**src/rtl/arm_cond_pkg.sv**
```systemverilog
// Shared definitions for the conditional issue queue.
//   - 4-bit ARM condition encodings COND_EQ..COND_NV
//   - NZCV bit positions within a 4-bit flag vector
//   - issue FSM state type
//   - cond_pass(): evaluates a condition field against an NZCV value
package arm_cond_pkg;

    localparam logic [3:0] COND_EQ = 4'h0;
    localparam logic [3:0] COND_NE = 4'h1;
    localparam logic [3:0] COND_CS = 4'h2;
    localparam logic [3:0] COND_CC = 4'h3;
    localparam logic [3:0] COND_MI = 4'h4;
    localparam logic [3:0] COND_PL = 4'h5;
    localparam logic [3:0] COND_VS = 4'h6;
    localparam logic [3:0] COND_VC = 4'h7;
    localparam logic [3:0] COND_HI = 4'h8;
    localparam logic [3:0] COND_LS = 4'h9;
    localparam logic [3:0] COND_GE = 4'hA;
    localparam logic [3:0] COND_LT = 4'hB;
    localparam logic [3:0] COND_GT = 4'hC;
    localparam logic [3:0] COND_LE = 4'hD;
    localparam logic [3:0] COND_AL = 4'hE;
    localparam logic [3:0] COND_NV = 4'hF;

    localparam int unsigned FLAG_N = 3;
    localparam int unsigned FLAG_Z = 2;
    localparam int unsigned FLAG_C = 1;
    localparam int unsigned FLAG_V = 0;

    typedef enum logic [1:0] {
        S_EMPTY = 2'd0,
        S_EVAL  = 2'd1,
        S_WAIT  = 2'd2
    } state_e;

    function automatic logic cond_pass(input logic [3:0] cond, input logic [3:0] nzcv);
        logic n, z, c, v, pass;
        n = nzcv[FLAG_N];
        z = nzcv[FLAG_Z];
        c = nzcv[FLAG_C];
        v = nzcv[FLAG_V];
        case (cond)
            COND_EQ: pass = z;
            COND_NE: pass = !z;
            COND_CS: pass = c;
            COND_CC: pass = !c;
            COND_MI: pass = n;
            COND_PL: pass = !n;
            COND_VS: pass = v;
            COND_VC: pass = !v;
            COND_HI: pass = c && !z;
            COND_LS: pass = !c || z;
            COND_GE: pass = (n == v);
            COND_LT: pass = (n != v);
            COND_GT: pass = !z && (n == v);
            COND_LE: pass = z || (n != v);
            COND_AL: pass = 1'b1;
            default: pass = 1'b0; // NV is never executed
        endcase
        return pass;
    endfunction

endpackage

```
**src/rtl/sync_fifo.sv**
```systemverilog
// Synchronous FIFO, DEPTH entries of WIDTH bits (DEPTH a power of two).
// Ports:
//   clk, rst_n         clock, async active-low reset (empties the FIFO)
//   push_i, wdata_i    write request and data (ignored when full)
//   pop_i, rdata_o     read request (ignored when empty), head entry
//   full_o, empty_o    occupancy flags
//   count_o            current number of entries
module sync_fifo #(
    parameter int unsigned WIDTH = 33,
    parameter int unsigned DEPTH = 4
) (
    input  logic                     clk,
    input  logic                     rst_n,
    input  logic                     push_i,
    input  logic [WIDTH-1:0]         wdata_i,
    input  logic                     pop_i,
    output logic [WIDTH-1:0]         rdata_o,
    output logic                     full_o,
    output logic                     empty_o,
    output logic [$clog2(DEPTH):0]   count_o
);

    localparam int unsigned AW = $clog2(DEPTH);

    logic [WIDTH-1:0] mem_q [DEPTH];
    logic [AW-1:0]    wptr_q, rptr_q;
    logic [AW:0]      count_q, count_d;
    logic             do_push, do_pop;

    assign full_o  = (count_q == (AW+1)'(DEPTH));
    assign empty_o = (count_q == '0);
    assign count_o = count_q;
    assign rdata_o = mem_q[rptr_q];
    assign do_push = push_i && !full_o;
    assign do_pop  = pop_i && !empty_o;

    always_comb begin
        count_d = count_q;
        if (do_push && !do_pop) begin
            count_d = count_q + 1'b1;
        end else if (!do_push && do_pop) begin
            count_d = count_q - 1'b1;
        end
    end

    always_ff @(posedge clk or negedge rst_n) begin
        if (!rst_n) begin
            wptr_q  <= '0;
            rptr_q  <= '0;
            count_q <= '0;
        end else begin
            count_q <= count_d;
            if (do_push) wptr_q <= wptr_q + 1'b1;
            if (do_pop)  rptr_q <= rptr_q + 1'b1;
        end
    end

    // Storage needs no reset: entries are only read once the count covers them.
    always_ff @(posedge clk) begin
        if (do_push) mem_q[wptr_q] <= wdata_i;
    end

endmodule

```
**src/rtl/cond_issue_queue.sv**
```systemverilog
// Conditional issue queue: buffers instruction words, evaluates each head word's
// condition field against a local NZCV copy, issues passing words through a
// registered valid/ready output and squashes failing ones. Conditional words
// wait while flag-setting instructions are still in flight.
// Ports:
//   clk, rst_n                         clock, async active-low reset
//   in_valid/in_ready/in_data/in_sets_flags   upstream push interface
//   out_valid/out_ready/out_data/out_sets_flags  registered issue interface
//   flag_wr, flag_in                   flag write-back from execute
//   flags                              current NZCV copy
// Optional (macro ISSUER_STATS_EN): issued_cnt, squashed_cnt wrapping counters.
module cond_issue_queue
    import arm_cond_pkg::*;
#(
    parameter int unsigned WIDTH    = 32,
    parameter int unsigned DEPTH    = 4,
    parameter int unsigned PEND_MAX = 3
) (
    input  logic             clk,
    input  logic             rst_n,
    input  logic             in_valid,
    output logic             in_ready,
    input  logic [WIDTH-1:0] in_data,
    input  logic             in_sets_flags,
    output logic             out_valid,
    input  logic             out_ready,
    output logic [WIDTH-1:0] out_data,
    output logic             out_sets_flags,
    input  logic             flag_wr,
    input  logic [3:0]       flag_in,
    output logic [3:0]       flags
`ifdef ISSUER_STATS_EN
    ,
    output logic [15:0]      issued_cnt,
    output logic [15:0]      squashed_cnt
`endif
);

    localparam int unsigned PW = $clog2(PEND_MAX + 1);
    localparam logic [PW-1:0] PendMaxC = PW'(PEND_MAX);

    state_e           state_q, state_d;
    logic [PW-1:0]    pend_q, pend_d;
    logic [3:0]       flags_q;
    logic             out_valid_q, out_sf_q;
    logic [WIDTH-1:0] out_data_q;

    logic [WIDTH:0]   head_word;
    logic [3:0]       head_cond;
    logic             head_sf;
    logic             fifo_full, fifo_empty;
    logic [$clog2(DEPTH):0] fifo_count;
    logic             push, pop, load, squash, out_free, pend_inc, pend_dec;

    sync_fifo #(
        .WIDTH (WIDTH + 1),
        .DEPTH (DEPTH)
    ) u_fifo (
        .clk     (clk),
        .rst_n   (rst_n),
        .push_i  (push),
        .wdata_i ({in_sets_flags, in_data}),
        .pop_i   (pop),
        .rdata_o (head_word),
        .full_o  (fifo_full),
        .empty_o (fifo_empty),
        .count_o (fifo_count)
    );

    assign in_ready  = !fifo_full;
    assign push      = in_valid && !fifo_full;
    assign head_sf   = head_word[WIDTH];
    assign head_cond = head_word[WIDTH-1 -: 4];
    assign out_free  = !out_valid_q || out_ready;

    always_comb begin
        state_d = state_q;
        pop     = 1'b0;
        load    = 1'b0;
        squash  = 1'b0;
        unique case (state_q)
            S_EMPTY: begin
                if (push) state_d = S_EVAL;
            end
            S_EVAL: begin
                if (!fifo_empty) begin
                    // Conditional words never evaluate while flag writers are in flight.
                    if (head_cond != COND_AL && pend_q != '0) begin
                        state_d = S_WAIT;
                    end else if (!cond_pass(head_cond, flags_q)) begin
                        squash = 1'b1;
                        pop    = 1'b1;
                    end else if (out_free && !(head_sf && pend_q == PendMaxC)) begin
                        load = 1'b1;
                        pop  = 1'b1;
                    end
                end
                if (pop && fifo_count == 1 && !push) state_d = S_EMPTY;
            end
            S_WAIT: begin
                if (pend_q == '0) state_d = S_EVAL;
            end
            default: state_d = S_EMPTY;
        endcase
    end

    assign pend_inc = load && head_sf;
    assign pend_dec = flag_wr && pend_q != '0;

    always_comb begin
        pend_d = pend_q;
        if (pend_inc && !pend_dec) begin
            pend_d = pend_q + 1'b1;
        end else if (!pend_inc && pend_dec) begin
            pend_d = pend_q - 1'b1;
        end
    end

    always_ff @(posedge clk or negedge rst_n) begin
        if (!rst_n) begin
            state_q     <= S_EMPTY;
            pend_q      <= '0;
            flags_q     <= 4'b0000;
            out_valid_q <= 1'b0;
            out_data_q  <= '0;
            out_sf_q    <= 1'b0;
        end else begin
            state_q <= state_d;
            pend_q  <= pend_d;
            if (flag_wr) flags_q <= flag_in;
            if (load) begin
                out_valid_q <= 1'b1;
                out_data_q  <= head_word[WIDTH-1:0];
                out_sf_q    <= head_sf;
            end else if (out_ready) begin
                out_valid_q <= 1'b0;
            end
        end
    end

    assign out_valid      = out_valid_q;
    assign out_data       = out_data_q;
    assign out_sets_flags = out_sf_q;
    assign flags          = flags_q;

`ifdef ISSUER_STATS_EN
    logic [15:0] issued_q, squashed_q;

    always_ff @(posedge clk or negedge rst_n) begin
        if (!rst_n) begin
            issued_q   <= '0;
            squashed_q <= '0;
        end else begin
            if (load)   issued_q   <= issued_q + 16'd1;
            if (squash) squashed_q <= squashed_q + 16'd1;
        end
    end

    assign issued_cnt   = issued_q;
    assign squashed_cnt = squashed_q;
`else
    logic unused_squash;
    assign unused_squash = squash;
`endif

endmodule
```
**config.mk**
```make
export PLATFORM = sky130hd
export DESIGN_NAME = cond_issue_queue
export DESIGN_NICKNAME = d
export VERILOG_FILES = /design/src/rtl/arm_cond_pkg.sv /design/src/rtl/sync_fifo.sv /design/src/rtl/cond_issue_queue.sv
export SDC_FILE = /design/constraint.sdc
export NUM_CORES = 1
export LEC_CHECK = 0
export ABC_AREA = 1
export CORE_UTILIZATION = 30
export DETAILED_ROUTE_END_ITERATION = 16
export SLEW_MARGIN = 40
export SYNTH_ARGS = -nofsm -noshare
export SYNTH_HDL_FRONTEND = slang
export SYNTH_SLANG_ARGS = --single-unit
```
**constraint.sdc**
```tcl
create_clock -name clk -period 2.9 [get_ports clk]
set_clock_uncertainty 0.15 [all_clocks]
set_input_delay 0.29 -clock clk [delete_from_list [all_inputs] [get_ports clk]]
set_output_delay 0.29 -clock clk [all_outputs]
set_load 0.03 [all_outputs]
```
# After elaboration in Yosys (flattened, before gate mapping)
# Memory sizes are Yosys's and may differ from the RTL's.
# Index checks and enable logic that the tools add are counted.
word_totals:
  reg_bits: 49
  mem_bits_rw: 132
  inputBits: 42
  output_inout_bits: 39
  n_memories: 1
op_classes:
  addsub: 6
  eq_ne: 26
  n_mux: 28
  n_reduce_logical: 41
mem_list:
  columns: ["memory", "words", "word_bits", "read_ports", "rd_ports_with_merged_regs", "wr", "line_no", "text"]
  rows:
  - ["u_fifo.mem_q", 4, 33, 1, 0, 1, "sync_fifo.sv:25", "logic [WIDTH-1:0] mem_q [DEPTH];"]
op_table:
  columns: ["cell", "count"]
  rows:
  - ["4-bit equality test (second input constant)", 7]
  - ["1-bit 2-to-1 mux", 17]
  - ["4-bit by 3-bit equality test with 1-bit output (second input constant)", 4]
  - ["1-bit logical AND", 16]
  - ["1-bit case mux with 15 select lines", 1]
  - ["2-bit 2-to-1 mux", 7]
  - ["1-bit zero test", 13]
  - ["4-bit by 2-bit equality test with 1-bit output (second input constant)", 2]
  - ["2-bit nonzero test", 4]
  - ["2-bit by 1-bit adder with 2-bit output (second input constant)", 3]
  - ["3-bit 2-to-1 mux", 2]
  - ["3-bit != test (second input constant)", 2]
  - ["2-bit case mux with 3 select lines", 1]
  - ["2-bit equality test (second input constant)", 2]
  - ["4-bit by 1-bit equality test with 1-bit output (second input constant)", 1]
  - ["2-bit zero test", 2]
  - ["4-bit zero test", 1]
  - ["2-bit != test (second input constant)", 2]
  - ["4-bit != test (second input constant)", 1]
  - ["4-bit AND reduction", 1]
  - ["3-bit by 1-bit adder with 3-bit output (second input constant)", 1]
  - ["3-bit by 1-bit equality test with 1-bit output (second input constant)", 1]
  - ["3-bit equality test (second input constant)", 1]
  - ["3-bit zero test", 1]
  - ["other kinds (6)", 8]

# Logic depth before layout (Yosys ltp)
logic_depth:
  word_depth: 15
  ltp_mapped: 20

# Cells and area by module
# From an unflattened synthesis, not the netlist that was laid out.
unflattened:
  hier_cells: 696
  area_unflattened_um2: 7872.6
by_module_without_submodules:
  columns: ["mod", "instances", "cells_each", "area_each_um2"]
  rows:
  - ["sync_fifo", 1, 446, 5694.2]
  - ["cond_issue_queue", 1, 250, 2178.3]

# Least setup slack after synthesis
# No wires, ideal clock.
synth_path:
  kind: "register to register"
  startpoint: "register u_fifo.count_q[0] (netlist: u_fifo.count_o[0])"
  endpoint: "memory u_fifo.mem_q[0][0], enable pin"
  setup_ns: 0.423
  t_arrival_ns: 2.542
  required_ns: 2.327
  path_slack_ns: -0.215
  stages_incl_launch_ff: 6
  path_buffers: 0
  path_cell_list: "dfrtp_1 > inv_1 > ha_1 > nand2_1 > nand2_1 > nor2_1"
synth_via:
  elab_chain_len: 6
synth_rtl:
  columns: ["item", "line_no", "text"]
  rows:
  - ["from (decl)", "sync_fifo.sv:27", "logic [AW:0] count_q, count_d;"]
  - ["from (signal assigned)", "sync_fifo.sv:52", "count_q <= count_d;"]
  - ["3-bit equality test (*)", "sync_fifo.sv:30", "assign full_o = (count_q == (AW+1)'(DEPTH));"]
  - ["1-bit zero test (*)", null, null]
  - ["via in_ready", "cond_issue_queue.sv:22", "output logic in_ready,"]
  - ["1-bit logical AND", "cond_issue_queue.sv:71", "assign push = in_valid && !fifo_full;"]
  - ["1-bit logical AND (*)", "sync_fifo.sv:34", "assign do_push = push_i && !full_o;"]
  - ["1-bit 2-to-1 mux (*)", "sync_fifo.sv:60", "if (do_push) mem_q[wptr_q] <= wdata_i;"]
  - ["1-bit 2-to-1 mux (implied by the code) (*)", "sync_fifo.sv:60", null]
  - ["to (decl)", "sync_fifo.sv:25", null]
# Mark *: on every way through the listed nets, which the timed path passes. The rest lies on a longest branch.

# Worst setup path in the final report
layout_path:
  startpoint: "register u_fifo.rptr_q[0]"
  endpoint: "register u_fifo.count_q[2] (netlist: u_fifo.count_o[2])"
layout_via:
  elab_chain_len: 15
layout_rtl:
  columns: ["item", "line_no", "text"]
  rows:
  - ["from (decl)", "sync_fifo.sv:26", "logic [AW-1:0] wptr_q, rptr_q;"]
  - ["from (signal assigned)", "sync_fifo.sv:54", "if (do_pop) rptr_q <= rptr_q + 1'b1;"]
  - ["memory read 4 x 33 bit (*)", null, null]
  - ["4-bit equality test (tied with other cells)", "arm_cond_pkg.sv:42", "case (cond)"]
  - ["1-bit case mux with 15 select lines", "arm_cond_pkg.sv:42", null]
  - ["1-bit 2-to-1 mux", "cond_issue_queue.sv:88", "if (head_cond != COND_AL && pend_q != '0) begin"]
  - ["1-bit 2-to-1 mux", "cond_issue_queue.sv:86", "if (!fifo_empty) begin"]
  - ["1-bit 2-to-1 mux", "cond_issue_queue.sv:81", "unique case (state_q)"]
  - ["1-bit 2-to-1 mux", "cond_issue_queue.sv:90", "end else if (!cond_pass(head_cond, flags_q)) begin"]
  - ["1-bit 2-to-1 mux (*)", "cond_issue_queue.sv:88", null]
  - ["1-bit 2-to-1 mux (*)", "cond_issue_queue.sv:86", null]
  - ["1-bit 2-to-1 mux (*) (2 in series)", "cond_issue_queue.sv:81", null]
  - ["1-bit logical AND (*)", "sync_fifo.sv:35", "assign do_pop = pop_i && !empty_o;"]
  - ["1-bit zero test", "sync_fifo.sv:39", "if (do_push && !do_pop) begin"]
  - ["1-bit logical AND", "sync_fifo.sv:39", null]
  - ["3-bit 2-to-1 mux / 2-bit nonzero test (equally long branches)", null, null]
# Mark *: on every way between the ends. The rest lies on a longest branch, timed or not. The select of a mux whose other input is x is not followed.
# A chain may end at the register's enable or synchronous reset.

==> metrics.yaml <==
final_layout:
  final_common_cell: "nand2_1"
  syn_to_final_growth_pct: 25.5
  final_cell_mix: "nand2_1 (175), edfxtp_1 (132), clkdlybuf4s50_1 (79)"
  final_layout_size_suffix_gt1_share_pct: 14.8
  multi_input_area_sq_um: 2020
  register_area_sq_um: 5190
  stdcell_area_sq_um: 9330
  final_util_pct: 38.4
  fillers: 2281
  antenna_cells: 0
  finalNetCount: 755
sta:
  setup_viol: 0
  max_freq_mhz: 378
  fin_crit_ps: 2650
  rsz0062_at_grt: "false"
  max-slew-margin-rel_pct: 52.7
  slew_violations: 0
  period_share_pct: 91.3
  worst_pin_slew_ps: 709
  hold_viol: 0
die:
  start_util_pct: 30.6
  fp.dieW_um: 159
  dieArea_sq_um: 25400
  die_y_um: 159
  placementRows: 57
  placeableCoreArea_sq_um: 24300
  top_level_ports: 81
placed_design:
  postPlaceCellArea_sq_um: 8710
  place.gp.congestion: 0.805
  io_buffers: 80
  dpl.hpwl_um: 10300
power:
  seq_power_share_pct: 38.1
  combPwrFrac_pct: 38.9
  p_leak_nw: 3.56
  powerDensity_nw_per_um2: 1060
  power.internal_mw: 6.11
  worst_ir_drop_vdd_uv: 479
  switching_power_mw: 3.74
  power.share.clock_pct: 23.0
  p_sw_share_pct: 38.0
setup_path:
  cp_max_fo: 18
  cpLargestDelayFamily: "simple AND/OR/NAND/NOR gates"
  slowest_stage: "dfrtp_2"
  crit_buf_inv: 2
  crit_type: "register to register"
  crit_chain: "buf_6 > nand2_1 > nand2_1 > nand2_1 > nand2_2 > nand2_2 > nand2_1 > nand3_1 > nand2_1 > nand2_1 > nor2_1 > nand2_1 > nand2_1 > nand3_2 > ha_4 > nor2_1 > o21ai_0 > xor2_1 > inv_1"
  crit_path_end_kind: "register"
  cp.arrival_ps: 2820
  critPathMaxStageDelay_ps: 420
  cp-start-kind: "register"
  cp_data_required_time_ps: 3080
  critPathMostFrequentCell: "nand2_1"
flow_run:
  drv_cap: 0
clock_network:
  clock_latency_ps: 430
  tritoncts: "yes"
  cts_sinks: 181
  htree_levels: 4
  clk_pin_slew_ps: 70
  root_buffer: "clkbuf_16"
  clockBufferDepth: 2
  cts_made_buffers: 17
  cts_setup_buffers: 0
route:
  drt_wl_total_um: 15800
  wire_per_inst_um: 15.1
  route.detailed.drc: 0
  drt-initial-drc-count: 283
  drt-pass1-iter-count: 4
  viasPerCell: 4.56
  num_vias: 4738
  drtAntennaViolNets: 0
grt:
  grt_pass1_wl_um: 25200
  grt_busiest_layer: "met2"
  grtUsageMet1_pct: 16.2
  grt.met2_usage_pct: 21.7
  antenna_found_initial: 0
  use_met3_pct: 2.79
  grt_usage_pct: 13.0
  grt.overflow.total: 0
  grt_pass1_vias: 4597
  grt_max_degree: 68
outcome:
  run_status: "finished clean"
synthesis:
  seq_area_frac_synth_pct: 69.8
  synthesis.area_sq_um: 7430
  syn_area_per_cell_sq_um: 12.2
  synth_cell_type_count: 30
  ys_ff_latch: 181
  synth.net_count: 662
  yosys_warnings: 0
  netlist_instances: 610
hold_path:
  min_path_type: "input port to register"
-- cell type report --
| cell class | instances | share of cell area [%] |
|---|---|---|
| flip-flops and latches | 181 | 55.6 |
| multi-input cells | 369 | 21.7 |
| repair buffers | 104 | 10.8 |
| clock buffers | 17 | 4.56 |
| well taps | 324 | 4.35 |
| clock inverters | 15 | 1.73 |
| inverters | 30 | 1.23 |
-- state kept, by name, summed over array words and instances, names as in the netlist --
signal,cells
out_valid,1
pend_q,2
flags,4
u_fifo.rptr_q,2
out_sets_flags,1
u_fifo.count_o,3
u_fifo.wptr_q,2
state_q,2
out_data,32
u_fifo.mem_q,132
-- cell families after synthesis --
group	synth area share, %
XOR/XNOR	0.943
AO/OA/AOI/OAI	9.77
flip-flops	69.8
AND/OR/NAND/NOR	14.1
adder cells (fa/ha/maj)	1.68
buffers and inverters	3.64
-- power by group through the flow --
stage / Sequential, mW / Clock, mW / Combinational, mW
2_1_floorplan: 4.13 / 0 / 2.22
3_3_place_gp: 3.81 / 0 / 3.80
3_5_place_dp: 3.80 / 0 / 3.85
4_1_cts: 3.76 / 2.33 / 3.86
5_1_grt: 3.82 / 2.41 / 4.25
6_report: 3.75 / 2.27 / 3.83
-- cell usage after synthesis --
cell | count | area share, %
buf_2 | 5 | 0.34
edfxtp_1 | 132 | 53
nor3_2 | 1 | 0.13
inv_2 | 2 | 0.10
buf_6 | 5 | 0.76
nor3b_1 | 1 | 0.10
nand4_1 | 1 | 0.084
o211ai_1 | 1 | 0.10
nor2_4 | 1 | 0.15
nand3b_1 | 1 | 0.10
a32o_1 | 28 | 3.8
inv_1 | 28 | 1.4
nand3_2 | 4 | 0.54
xnor2_1 | 3 | 0.35
o21ai_1 | 22 | 1.5
xor2_1 | 5 | 0.59
o21ai_2 | 15 | 1.8
clkbuf_1 | 15 | 0.76
dfrtp_1 | 49 | 17
nand2_2 | 19 | 1.6
o21ai_0 | 9 | 0.61
ha_1 | 10 | 1.7
nand3_1 | 22 | 1.5
clkbuf_2 | 1 | 0.067
a21oi_1 | 29 | 2.0
nand2_1 | 176 | 8.9
nor3_1 | 2 | 0.13
buf_1 | 4 | 0.20
o22ai_1 | 1 | 0.084
nor2_1 | 18 | 0.91
-- repair_timing --
action / in CTS / in global routing
setup endpoints to repair: 0 / 2
gates resized for setup: 0 / 5
endpoints found under the hold margin: 23 / 0
hold buffers: 1 / 0
-- worst paths after layout --
check | slack [ps] | endpoint | start | cells past startpoint
hold / removal | 270 | flags[1] | flag_in[1] | 3
setup / recovery | 250 | u_fifo.count_o[2] | u_fifo.rptr_q[0] | 19
setup reg to reg | 250 | u_fifo.count_o[2] | u_fifo.rptr_q[0] | 19
max in group asynchronous | 1570 | out_data[22] | rst_n | 3
min in group asynchronous | 290 | flags[0] | rst_n | 2
hold reg to reg | 320 | state_q[0] | state_q[0] | 1
-- worst register-to-register path: stages (launching register included) --
cell     delay, ps
dfrtp_2        420
buf_6          190
nand2_1         90
nand2_1         70
nand2_1         50
nand2_2        110
nand2_2         90
nand2_1         70
nand3_1         80
nand2_1         70
nand2_1         40
nor2_1          80
nand2_1        110
nand2_1        120
nand3_2        140
ha_4           340
nor2_1          40
o21ai_0         80
xor2_1         160
inv_1           50
-- metrics by stage --
stage               TNS (ps)  setup WS, ps  power [mW]  std cells  hold WS (ps)
global route               0          3.98        10.5       1040           290
floorplan             -28440          -215        6.35        610          -156
finish                     0           251        9.85       1040           273
global placement           0           219        7.61       1007           228
detailed placement         0           142        7.65       1007           234
CTS                        0           131        9.95       1040           257
-- per-layer routing --
metal  part of all wire (%)  up-vias
met5                      0        -
li1                       -     2324
met4                    1.9        0
met1                     45     2298
met3                    3.8       26
met2                     50       90
Note: power is estimated with default switching activity, not from simulation.
